### src/rtl/song_time_bcd_pkg.sv
// song_time_bcd_pkg: shared FSM states and conversion constants for the m:ss BCD converter
package song_time_bcd_pkg;
  typedef enum logic [1:0] {IDLE, MIN, TENS, LOAD} state_t;
  localparam logic [7:0] SECS_PER_MIN = 8'd60;
  localparam logic [7:0] TEN = 8'd10;
  localparam int BCD_W = 4;
endpackage

### src/rtl/song_time_bcd_blink_gen.sv
// blink_gen: half-period phase toggler that runs while enabled and restarts from a visible phase
module blink_gen #(
  parameter int HALF_PERIOD = 6750000
) (
  input  logic clk,
  input  logic reset,
  input  logic enable,
  output logic phase
);
  logic [22:0] cnt;
  // count while enabled, wrap and toggle at the half-period, clear when idle
  always_ff @(posedge clk) begin
    if (reset || !enable) begin
      cnt <= '0;
      phase <= 1'b0;
    end else if (cnt == 23'(HALF_PERIOD - 1)) begin
      cnt <= '0;
      phase <= ~phase;
    end else begin
      cnt <= cnt + 23'd1;
    end
  end
endmodule

### src/rtl/song_time_bcd.sv
// song_time_bcd: converts an 8-bit seconds count to m:ss BCD digits by repeated subtraction; PAUSE_BLINK_EN adds pause blinking
module song_time_bcd
  import song_time_bcd_pkg::*;
#(
  parameter int BLINK_HALF_PERIOD = 6750000
) (
  input  logic             clk,
  input  logic             reset,
  input  logic [7:0]       seconds,
  input  logic             pause_song,
  output logic [BCD_W-1:0] minutes,
  output logic [BCD_W-1:0] sec_tens,
  output logic [BCD_W-1:0] sec_ones,
  output logic             update,
  output logic             blank
);
  state_t state, state_n;
  logic [7:0] rem, rem_n, last_seconds, last_n;
  logic [2:0] min_cnt, min_n, tens_cnt, tens_n;
  logic load;
  // next-state and datapath: capture on change, peel off minutes then tens, then load digits
  always_comb begin
    state_n = state;
    rem_n = rem;
    last_n = last_seconds;
    min_n = min_cnt;
    tens_n = tens_cnt;
    load = 1'b0;
    case (state)
      IDLE: if (seconds != last_seconds) begin
        rem_n = seconds;
        last_n = seconds;
        min_n = '0;
        tens_n = '0;
        state_n = MIN;
      end
      MIN: if (rem >= SECS_PER_MIN) begin
        rem_n = rem - SECS_PER_MIN;
        min_n = min_cnt + 3'd1;
      end else state_n = TENS;
      TENS: if (rem >= TEN) begin
        rem_n = rem - TEN;
        tens_n = tens_cnt + 3'd1;
      end else state_n = LOAD;
      LOAD: begin
        load = 1'b1;
        state_n = IDLE;
      end
    endcase
  end
  // state, working registers and held output digits
  always_ff @(posedge clk) begin
    if (reset) begin
      state <= IDLE;
      rem <= '0;
      last_seconds <= '0;
      min_cnt <= '0;
      tens_cnt <= '0;
      minutes <= '0;
      sec_tens <= '0;
      sec_ones <= '0;
      update <= 1'b0;
    end else begin
      state <= state_n;
      rem <= rem_n;
      last_seconds <= last_n;
      min_cnt <= min_n;
      tens_cnt <= tens_n;
      update <= load;
      if (load) begin
        minutes <= {1'b0, min_cnt};
        sec_tens <= {1'b0, tens_cnt};
        sec_ones <= rem[3:0];
      end
    end
  end
`ifdef PAUSE_BLINK_EN
  logic phase;
  blink_gen #(.HALF_PERIOD(BLINK_HALF_PERIOD)) u_blink (
    .clk(clk),
    .reset(reset),
    .enable(pause_song),
    .phase(phase)
  );
  assign blank = pause_song & phase;
`else
  localparam int unused_half = BLINK_HALF_PERIOD;
  logic unused_pause;
  assign unused_pause = pause_song;
  assign blank = 1'b0;
`endif
endmodule

### config.mk
export PLATFORM = sky130hd
export DESIGN_NAME = song_time_bcd
export DESIGN_NICKNAME = d
export VERILOG_FILES = /design/src/rtl/song_time_bcd_pkg.sv /design/src/rtl/song_time_bcd_blink_gen.sv /design/src/rtl/song_time_bcd.sv
export SDC_FILE = /design/constraint.sdc
export NUM_CORES = 1
export LEC_CHECK = 0
export ABC_AREA = 1
export CELL_PAD_IN_SITES_DETAIL_PLACEMENT = 2
export CELL_PAD_IN_SITES_GLOBAL_PLACEMENT = 2
export CORE_MARGIN = 2
export CORE_UTILIZATION = 33
export CTS_CLUSTER_SIZE = 30
export DETAILED_ROUTE_END_ITERATION = 12
export PLACE_DENSITY = 0.93
export REMOVE_ABC_BUFFERS = 1
export SYNTH_ARGS = -nofsm -noshare
export SYNTH_HDL_FRONTEND = slang
export SYNTH_SLANG_ARGS = --single-unit
### constraint.sdc
create_clock -name clk -period 3.4 [get_ports clk]
set_input_delay 0.51 -clock clk [delete_from_list [all_inputs] [get_ports clk]]
set_output_delay 0.51 -clock clk [all_outputs]
set_load 0.005 [all_outputs]
==> implementation parameters, run 1 <==
Parameter                              Value

Pwr
  Pleak ... 0.00114 uW
  Total power per unit cell area ... 907 nW/um^2
  Worst voltage drop across the vdd grid ... 0.000339 V

Die
  Chip height ... 83.8 um
  Total core area ... 6240 sq um
  Die width ... 83.8 um
  Die ar. ... 7020 sq um
  Boundary pin count ... 25
  Effective utilization at floorplan ... 33.7%
  Site Rows ... 29

Timing
  Final period util ... 64.9%
  Highest Clock Rate ... 0.453 GHz
  Number of endpoints with negative hold slack in the final report ... 0
  Measured slew at the worst slew-check pin ... 0.930 ns
  Final count of pins violating max slew ... 0
  Clock Skew ... 0.00955 ns
  Total negative slack ... 0 ns
  Post-route minimum period ... 2.21 ns
  Setup repair after global routing missed its margin ... no
  Relative slew slack ... 38.0%
  Final setup violation count ... 0

Logic synthesis
  Fraction of the mapped netlist area in adder cells ... 5.95%
  Complex-gate fraction of the synthesized area ... 11.7%
  Number of distinct library cell variants in the gate-level netlist after synthesis ... 29
  Synthesized area per cell ... 6.76 sq um
  Sequential share of the synthesized area ... 33.3%
  Synth Area in Simple Gates ... 35.4%
  Yosys warning total ... 0
  Area of the mapped netlist ... 2100 sq um
  Number of synthesized register bits ... 35
  Dominant combinational cell family by area after synthesis ... simple AND/OR/NAND/NOR gates
  Xor/xnor share of the synthesized area ... 2.92%
  Mapped Cells ... 311
  Multiplexer fraction of the synthesized cell area ... 0.476%

Placement
  Count of input and output buffers ... 20
  Area after DPL ... 2320 sq um
  Detailed-placement wirelength estimate ... 4800 um
  Placed Cells ... 397
  Last weighted congestion value of the routability-driven placer ... 0.805

Detailed routing
  First-pass iteration count of the detailed router ... 4
  Per-cell routed wire length ... 16.7 um
  Drt initial violations ... 74
  Vias after detailed routing ... 2046
  Detailed Route WL ... 6760 um
  Number of nets with antenna violations after routing ... 0
  Average vias per placed instance ... 5.05
  Number of remaining DRC errors ... 0

CTS
  TritonCTS clock tree ... yes
  Number of gates resized after cts ... 0
  Clock-pin transition on the worst setup and hold timing paths ... 0.07 ns
  TritonCTS Buffers ... 5
  Clock sinks ... 35
  Buffer levels on the longest clock path ... 2
  Number of buffers inserted by hold repair at cts ... 0
  Number of buffers added for setup after CTS ... 0
  Cell chosen for the clock root ... sky130_fd_sc_hd__clkbuf_8
  Number of levels the H-tree was split into ... 2
  Clock insertion delay at the later pin of the skew report ... 0.30 ns

Finish
  Highest-count cells in the layout ignoring fill and taps ... sky130_fd_sc_hd__nand2_1 (80), sky130_fd_sc_hd__nor2_1 (55), sky130_fd_sc_hd__dfxtp_1 (35), sky130_fd_sc_hd__inv_1 (30), sky130_fd_sc_hd__o21ai_0 (26)
  Share of cells above drive strength 1 ... 6.71%
  Non-Filler Instances ... 405
  Leading cell type in the layout, fill and taps excluded ... sky130_fd_sc_hd__nand2_1
  Area of all placed cells without fillers ... 2400 sq um
  Final antenna diode count ... 0
  Post-synthesis to final-layout area growth ... 14.3%
  Final layout net count ... 348

Worst hold path
  Type of the worst min-delay path ... reg2reg
  Number of instances on the worst hold path ... 2
  Worst Hold End ... last_seconds[1]$_SDFFE_PP0P_
  Startpoint of the tightest hold check path ... last_seconds[1]$_SDFFE_PP0P_

Global route
  Via count of the first global-routing pass ... 2240
  GRT Resource Usage Total ... 20.3%
  Leftover overflow at the end of global routing ... 0
  Number of antenna violations at the first check in global routing ... 0
  Pin count of the biggest net entering global routing ... 30
  First-pass GRT wire length ... 11500 um

Critical path
  Kind of start point of the critical path ... primary input
  Worst-case reg-to-reg path depth ... 9
  Required time reported for the critical path endpoint ... 3.58 ns
  Type of destination of the critical path ... register
  Largest fanout on the critical path ... 13
  Slack of the worst reg-to-reg path ... 1.48 ns
  Critical path arrival ... 2.38 ns
  Reg-to-reg critical path endpoint ... rem[4]$_SDFFE_PP0P_
  Critical path origin ... seconds[3]
  Startpoint of the most critical register-to-register path ... state[0]$_SDFFE_PP0P_
  Type of the worst setup path ... in2reg

Outcome
  Run status ... completed

Job
  Max cap viols ... 0
==> logic make-up (layout without fill, tap and decap cells) <==
kind of cell	count (synthesis)	in the layout
AND/OR/NAND/NOR	166	166
XOR/XNOR	7	7
multiplexers	1	1
buffers and inverters	46	61
other	1	3
AO/OA/AOI/OAI	45	45
flip-flops	35	35
adder cells (fa/ha/maj)	10	10
==> synthesized netlist by cell type (all sizes together) <==
library cell   n  share of area [%]
o22ai          2               0.60
dfxtp         35                 33
o21ai         27                6.4
nand2         81                 15
mux2i          1               0.48
xnor2          7                2.9
nand3b         1               0.95
o21bai         1               0.36
conb           1               0.18
a21oi         15                4.3
clkbuf         3               0.60
inv           33                5.9
ha            10                6.0
nor2          59                 11
buf           10                3.6
nand3         19                6.5
nand4          6                1.8
==> per-layer routing <==
layer,track usage [%],part of all wire (%),vias to the layer above
li1,-,-,1005
met1,25.3,45,1006
met2,35.9,52,28
met3,2.77,1.9,7
met4,6.60,1.6,0
met5,0,0,-
==> state kept, by name, indices dropped and copies added (netlist names) <==
register and count:
rem 8, sec_tens 3, state 2, tens_cnt 3, update 1, minutes 3, sec_ones 4, last_seconds 8
min_cnt 3
==> critical path, stage by stage <==
cell	delay (ns)
sky130_fd_sc_hd__clkdlybuf4s50_1	0.56
sky130_fd_sc_hd__xnor2_1	0.16
sky130_fd_sc_hd__nand2_1	0.09
sky130_fd_sc_hd__nor2_2	0.17
sky130_fd_sc_hd__nand2_1	0.08
sky130_fd_sc_hd__nand2_1	0.33
sky130_fd_sc_hd__inv_1	0.21
sky130_fd_sc_hd__nor2_1	0.19
sky130_fd_sc_hd__nor2_1	0.08
==> power breakdown <==
group / leakage (uW) / total, uW / internal, uW / switching (uW)
logic: 0.000809 / 1210 / 411 / 797
clock network: 0.0000412 / 311 / 143 / 167
registers: 0.000288 / 659 / 536 / 123
total: 0.00114 / 2180 / 1090 / 1090
==> area by class of cell <==
| class | instances | area, sq um |
|---|---|---|
| inverter | 33 | 124 |
| multi-input combinational | 232 | 1200 |
| tap | 77 | 96.3 |
| sequential | 35 | 701 |
| clock inverter | 2 | 12.5 |
| clock buffer | 6 | 72.6 |
| fill | 755 | 3840 |
| timing repair buffer | 20 | 200 |
==> per-stage QoR <==
stage	power [uW]	util, %	hold WS, ns	worst slack (ns)
6_report	2180	38.5	0.475	1.19
5_1_grt	2390	38.5	0.519	1.02
4_1_cts	2200	38.5	0.480	1.17
3_5_place_dp	1840	37.1	0.468	0.905
3_3_place_gp	1740	37.1	0.457	1.00
2_1_floorplan	1460	-	0.446	1.87
==> worst max-delay path by stage <==
stage	end	slack (ns)
after floorplan	rem[0]$_SDFFE_PP0P_	1.87
after global placement	rem[0]$_SDFFE_PP0P_	1.00
after detailed placement	rem[0]$_SDFFE_PP0P_	0.91
after CTS	last_seconds[3]$_SDFFE_PP0P_	1.17
after global routing	last_seconds[3]$_SDFFE_PP0P_	1.02
final	last_seconds[3]$_SDFFE_PP0P_	1.19
No activity file was read; power rests on OpenSTA's default activity.
==> run 2, diff against run 1 <==
- CORE_UTILIZATION: 33 -> 31
- PLACE_DENSITY: 0.93 -> 0.89
- clock period: 3.4 -> 2.1 ns (I/O delays scaled with it)
==> implementation parameters, run 2 (synthesis gave the netlist of run 1 again) <==
Parameter                              Value

Outcome
  Run status ... completed

Placement
  Count of input and output buffers ... 20 (unchanged)
  Last weighted congestion value of the routability-driven placer ... 0.782 (-2.9%)
  Detailed-placement wirelength estimate ... 5530 um (+15%)
  Placed Cells ... 407 (+2.5%)
  Area after DPL ... 2370 sq um (+2.4%)

Finish
  Final antenna diode count ... 0 (unchanged)
  Share of cells above drive strength 1 ... 9.25% (+2.5 points)
  Highest-count cells in the layout ignoring fill and taps ... sky130_fd_sc_hd__nand2_1 (80), sky130_fd_sc_hd__nor2_1 (55), sky130_fd_sc_hd__dfxtp_1 (34), sky130_fd_sc_hd__inv_1 (30), sky130_fd_sc_hd__o21ai_0 (26)
  Post-synthesis to final-layout area growth ... 17.1%
  Final layout net count ... 355 (+2.0%)
  Leading cell type in the layout, fill and taps excluded ... sky130_fd_sc_hd__nand2_1
  Area of all placed cells without fillers ... 2460 sq um (+2.5%)
  Largest registers ... last_seconds x8, rem x8, sec_ones x4
  Layout Utilization ... 36.9% (-1.6 points)
  Non-Filler Instances ... 415 (+2.5%)

Global route
  First-pass GRT wire length ... 11800 um (+2.9%)
  Pin count of the biggest net entering global routing ... 15 (-50%)
  Via count of the first global-routing pass ... 2325 (+3.8%)
  Leftover overflow at the end of global routing ... 0 (unchanged)
  Number of antenna violations at the first check in global routing ... 0 (unchanged)
  GRT Resource Usage Total ... 20.4% (+0.16 points)

Pwr
  Worst voltage drop across the vdd grid ... 0.000505 V (+49%)
  Sum of internal, switching and leakage power ... 3580 uW (+64%)
  Pint ... 1800 uW (+65%)
  Share of total power in combinational logic ... 56.2% (+0.7 points)
  Clock power share ... 13.9% (-0.4 points)
  Total power per unit cell area ... 1450 nW/um^2 (+60%)
  Part of the total power dissipated in sequential elements ... 29.9% (-0.4 points)
  Fraction of power spent switching nets ... 49.6% (-0.28 points)
  Pleak ... 0.00117 uW (+2.8%)
  Sw power ... 1780 uW (+64%)

CTS
  Clock-pin transition on the worst setup and hold timing paths ... 0.08 ns (about the same)
  Clock insertion delay at the later pin of the skew report ... 0.29 ns (about the same)
  Number of buffers inserted by hold repair at cts ... 0 (unchanged)
  Cell chosen for the clock root ... sky130_fd_sc_hd__clkbuf_8
  Buffer levels on the longest clock path ... 2 (unchanged)
  Clock sinks ... 35 (unchanged)
  TritonCTS Buffers ... 5 (unchanged)
  TritonCTS clock tree ... yes
  Number of levels the H-tree was split into ... 2 (unchanged)
  Number of buffers added for setup after CTS ... 0 (unchanged)

Critical path
  Required time reported for the critical path endpoint ... 2.33 ns (-1.25 ns)
  Critical path origin ... state[0]$_SDFFE_PP0P_
  Largest fanout on the critical path ... 11 (-2)
  Type of destination of the critical path ... register
  Slack of the worst reg-to-reg path ... 0.17 ns (-1.31 ns)
  Critical Path Sink ... rem[2]$_SDFFE_PP0P_
  Worst-case reg-to-reg path depth ... 8 (-1)
  Type of the worst setup path ... reg2reg
  Kind of start point of the critical path ... register
  Reg-to-reg critical path endpoint ... rem[2]$_SDFFE_PP0P_
  Startpoint of the most critical register-to-register path ... state[0]$_SDFFE_PP0P_
  Critical path arrival ... 2.16 ns (-0.22 ns)

Timing
  Total negative slack ... 0 ns (unchanged)
  Clock Skew ... 0.00509 ns (-0.00446 ns)
  Highest Clock Rate ... 0.517 GHz
  Setup repair after global routing missed its margin ... no
  Measured slew at the worst slew-check pin ... 0.547 ns (-0.383 ns)
  Final period util ... 92.1%
  Final setup violation count ... 0 (unchanged)
  Post-route minimum period ... 1.93 ns
  Relative slew slack ... 63.5% (+26 points)
  Final count of pins violating max slew ... 0 (unchanged)
  Number of endpoints with negative hold slack in the final report ... 0 (unchanged)

Die
  Site Rows ... 30 (+3.4%)
  Boundary pin count ... 25 (unchanged)
  Die width ... 86.3 um (+3.0%)
  Effective utilization at floorplan ... 31.5% (-2.2 points)
  Total core area ... 6680 sq um (+7.1%)
  Chip height ... 86.3 um (+3.0%)
  Die ar. ... 7460 sq um (+6.1%)

Detailed routing
  Number of remaining DRC errors ... 0 (unchanged)
  Number of nets with antenna violations after routing ... 0 (unchanged)
  Per-cell routed wire length ... 16.9 um (+1.5%)
  Average vias per placed instance ... 5.06 (+0.21%)
  Drt initial violations ... 65 (-12%)
  Detailed Route WL ... 7030 um (+4.0%)
  Vias after detailed routing ... 2101 (+2.7%)
  First-pass iteration count of the detailed router ... 4 (unchanged)

Worst hold path
  Number of instances on the worst hold path ... 2 (unchanged)
  Type of the worst min-delay path ... reg2reg

Job
  Max cap viols ... 0 (unchanged)
-- run 2: critical path, cell delays in order (launching register included) --
cell,delay [ns]
sky130_fd_sc_hd__dfxtp_1,0.34
sky130_fd_sc_hd__inv_1,0.11
sky130_fd_sc_hd__ha_1,0.52
sky130_fd_sc_hd__inv_1,0.24
sky130_fd_sc_hd__o22ai_1,0.22
sky130_fd_sc_hd__mux2i_1,0.13
sky130_fd_sc_hd__nand4_1,0.15
sky130_fd_sc_hd__nand2_1,0.07
sky130_fd_sc_hd__nor2_1,0.08
-- run 2: per-stage QoR --
| step | setup slack [ns] | hold slack (ns) |
|---|---|---|
| 2_1_floorplan | 0.610 | 0.384 |
| 3_3_place_gp | 0.222 | 0.454 |
| 3_5_place_dp | 0.0827 | 0.471 |
| 4_1_cts | 0.163 | 0.484 |
| 5_1_grt | 0.0153 | 0.512 |
| 6_report | 0.167 | 0.480 |
-- run 2: routing by layer --
metal | vias up | GRT usage [%] | share of wire (%)
met4 | 0 | 8.66 | 3.5
met3 | 19 | 3.43 | 1.4
met2 | 27 | 37.3 | 52
li1 | 1017 | - | -
met1 | 1038 | 23.3 | 44
met5 | - | 0 | 0
-- run 2: worst min path at each step --
stage | from | endpoint | slack [ns]
2_1_floorplan | reset | min_cnt[1]$_SDFFE_PP0P_ | 0.38
3_3_place_gp | last_seconds[4]$_SDFFE_PP0P_ | last_seconds[4]$_SDFFE_PP0P_ | 0.45
3_5_place_dp | last_seconds[4]$_SDFFE_PP0P_ | last_seconds[4]$_SDFFE_PP0P_ | 0.47
4_1_cts | last_seconds[4]$_SDFFE_PP0P_ | last_seconds[4]$_SDFFE_PP0P_ | 0.48
5_1_grt | last_seconds[5]$_SDFFE_PP0P_ | last_seconds[5]$_SDFFE_PP0P_ | 0.51
6_report | last_seconds[4]$_SDFFE_PP0P_ | last_seconds[4]$_SDFFE_PP0P_ | 0.48
-- run 2: layout make-up --
class | count | area [sq um]
Clock inverter | 2 | 12.5
Sequential cell | 35 | 702
Clock buffer | 6 | 72.6
Multi-Input combinational cell | 232 | 1200
Timing Repair Buffer | 27 | 253
Fill cell | 836 | 4220
Tap cell | 80 | 100
Inverter | 33 | 124
-- run 2: power groups by stage --
stage / Sequential, uW / Combinational (uW) / Clock, uW
after global routing: 1100 / 2280 / 549
after global placement: 1060 / 1820 / 0
after detailed placement: 1080 / 2000 / 0
after floorplan: 1020 / 1350 / 0
after CTS: 1070 / 2030 / 521
final: 1070 / 2010 / 499
-- run 2: timing repair --
action	CTS	global route
setup endpoints to repair	0	2
resized for setup	0	2
endpoints found under the hold margin	0	0
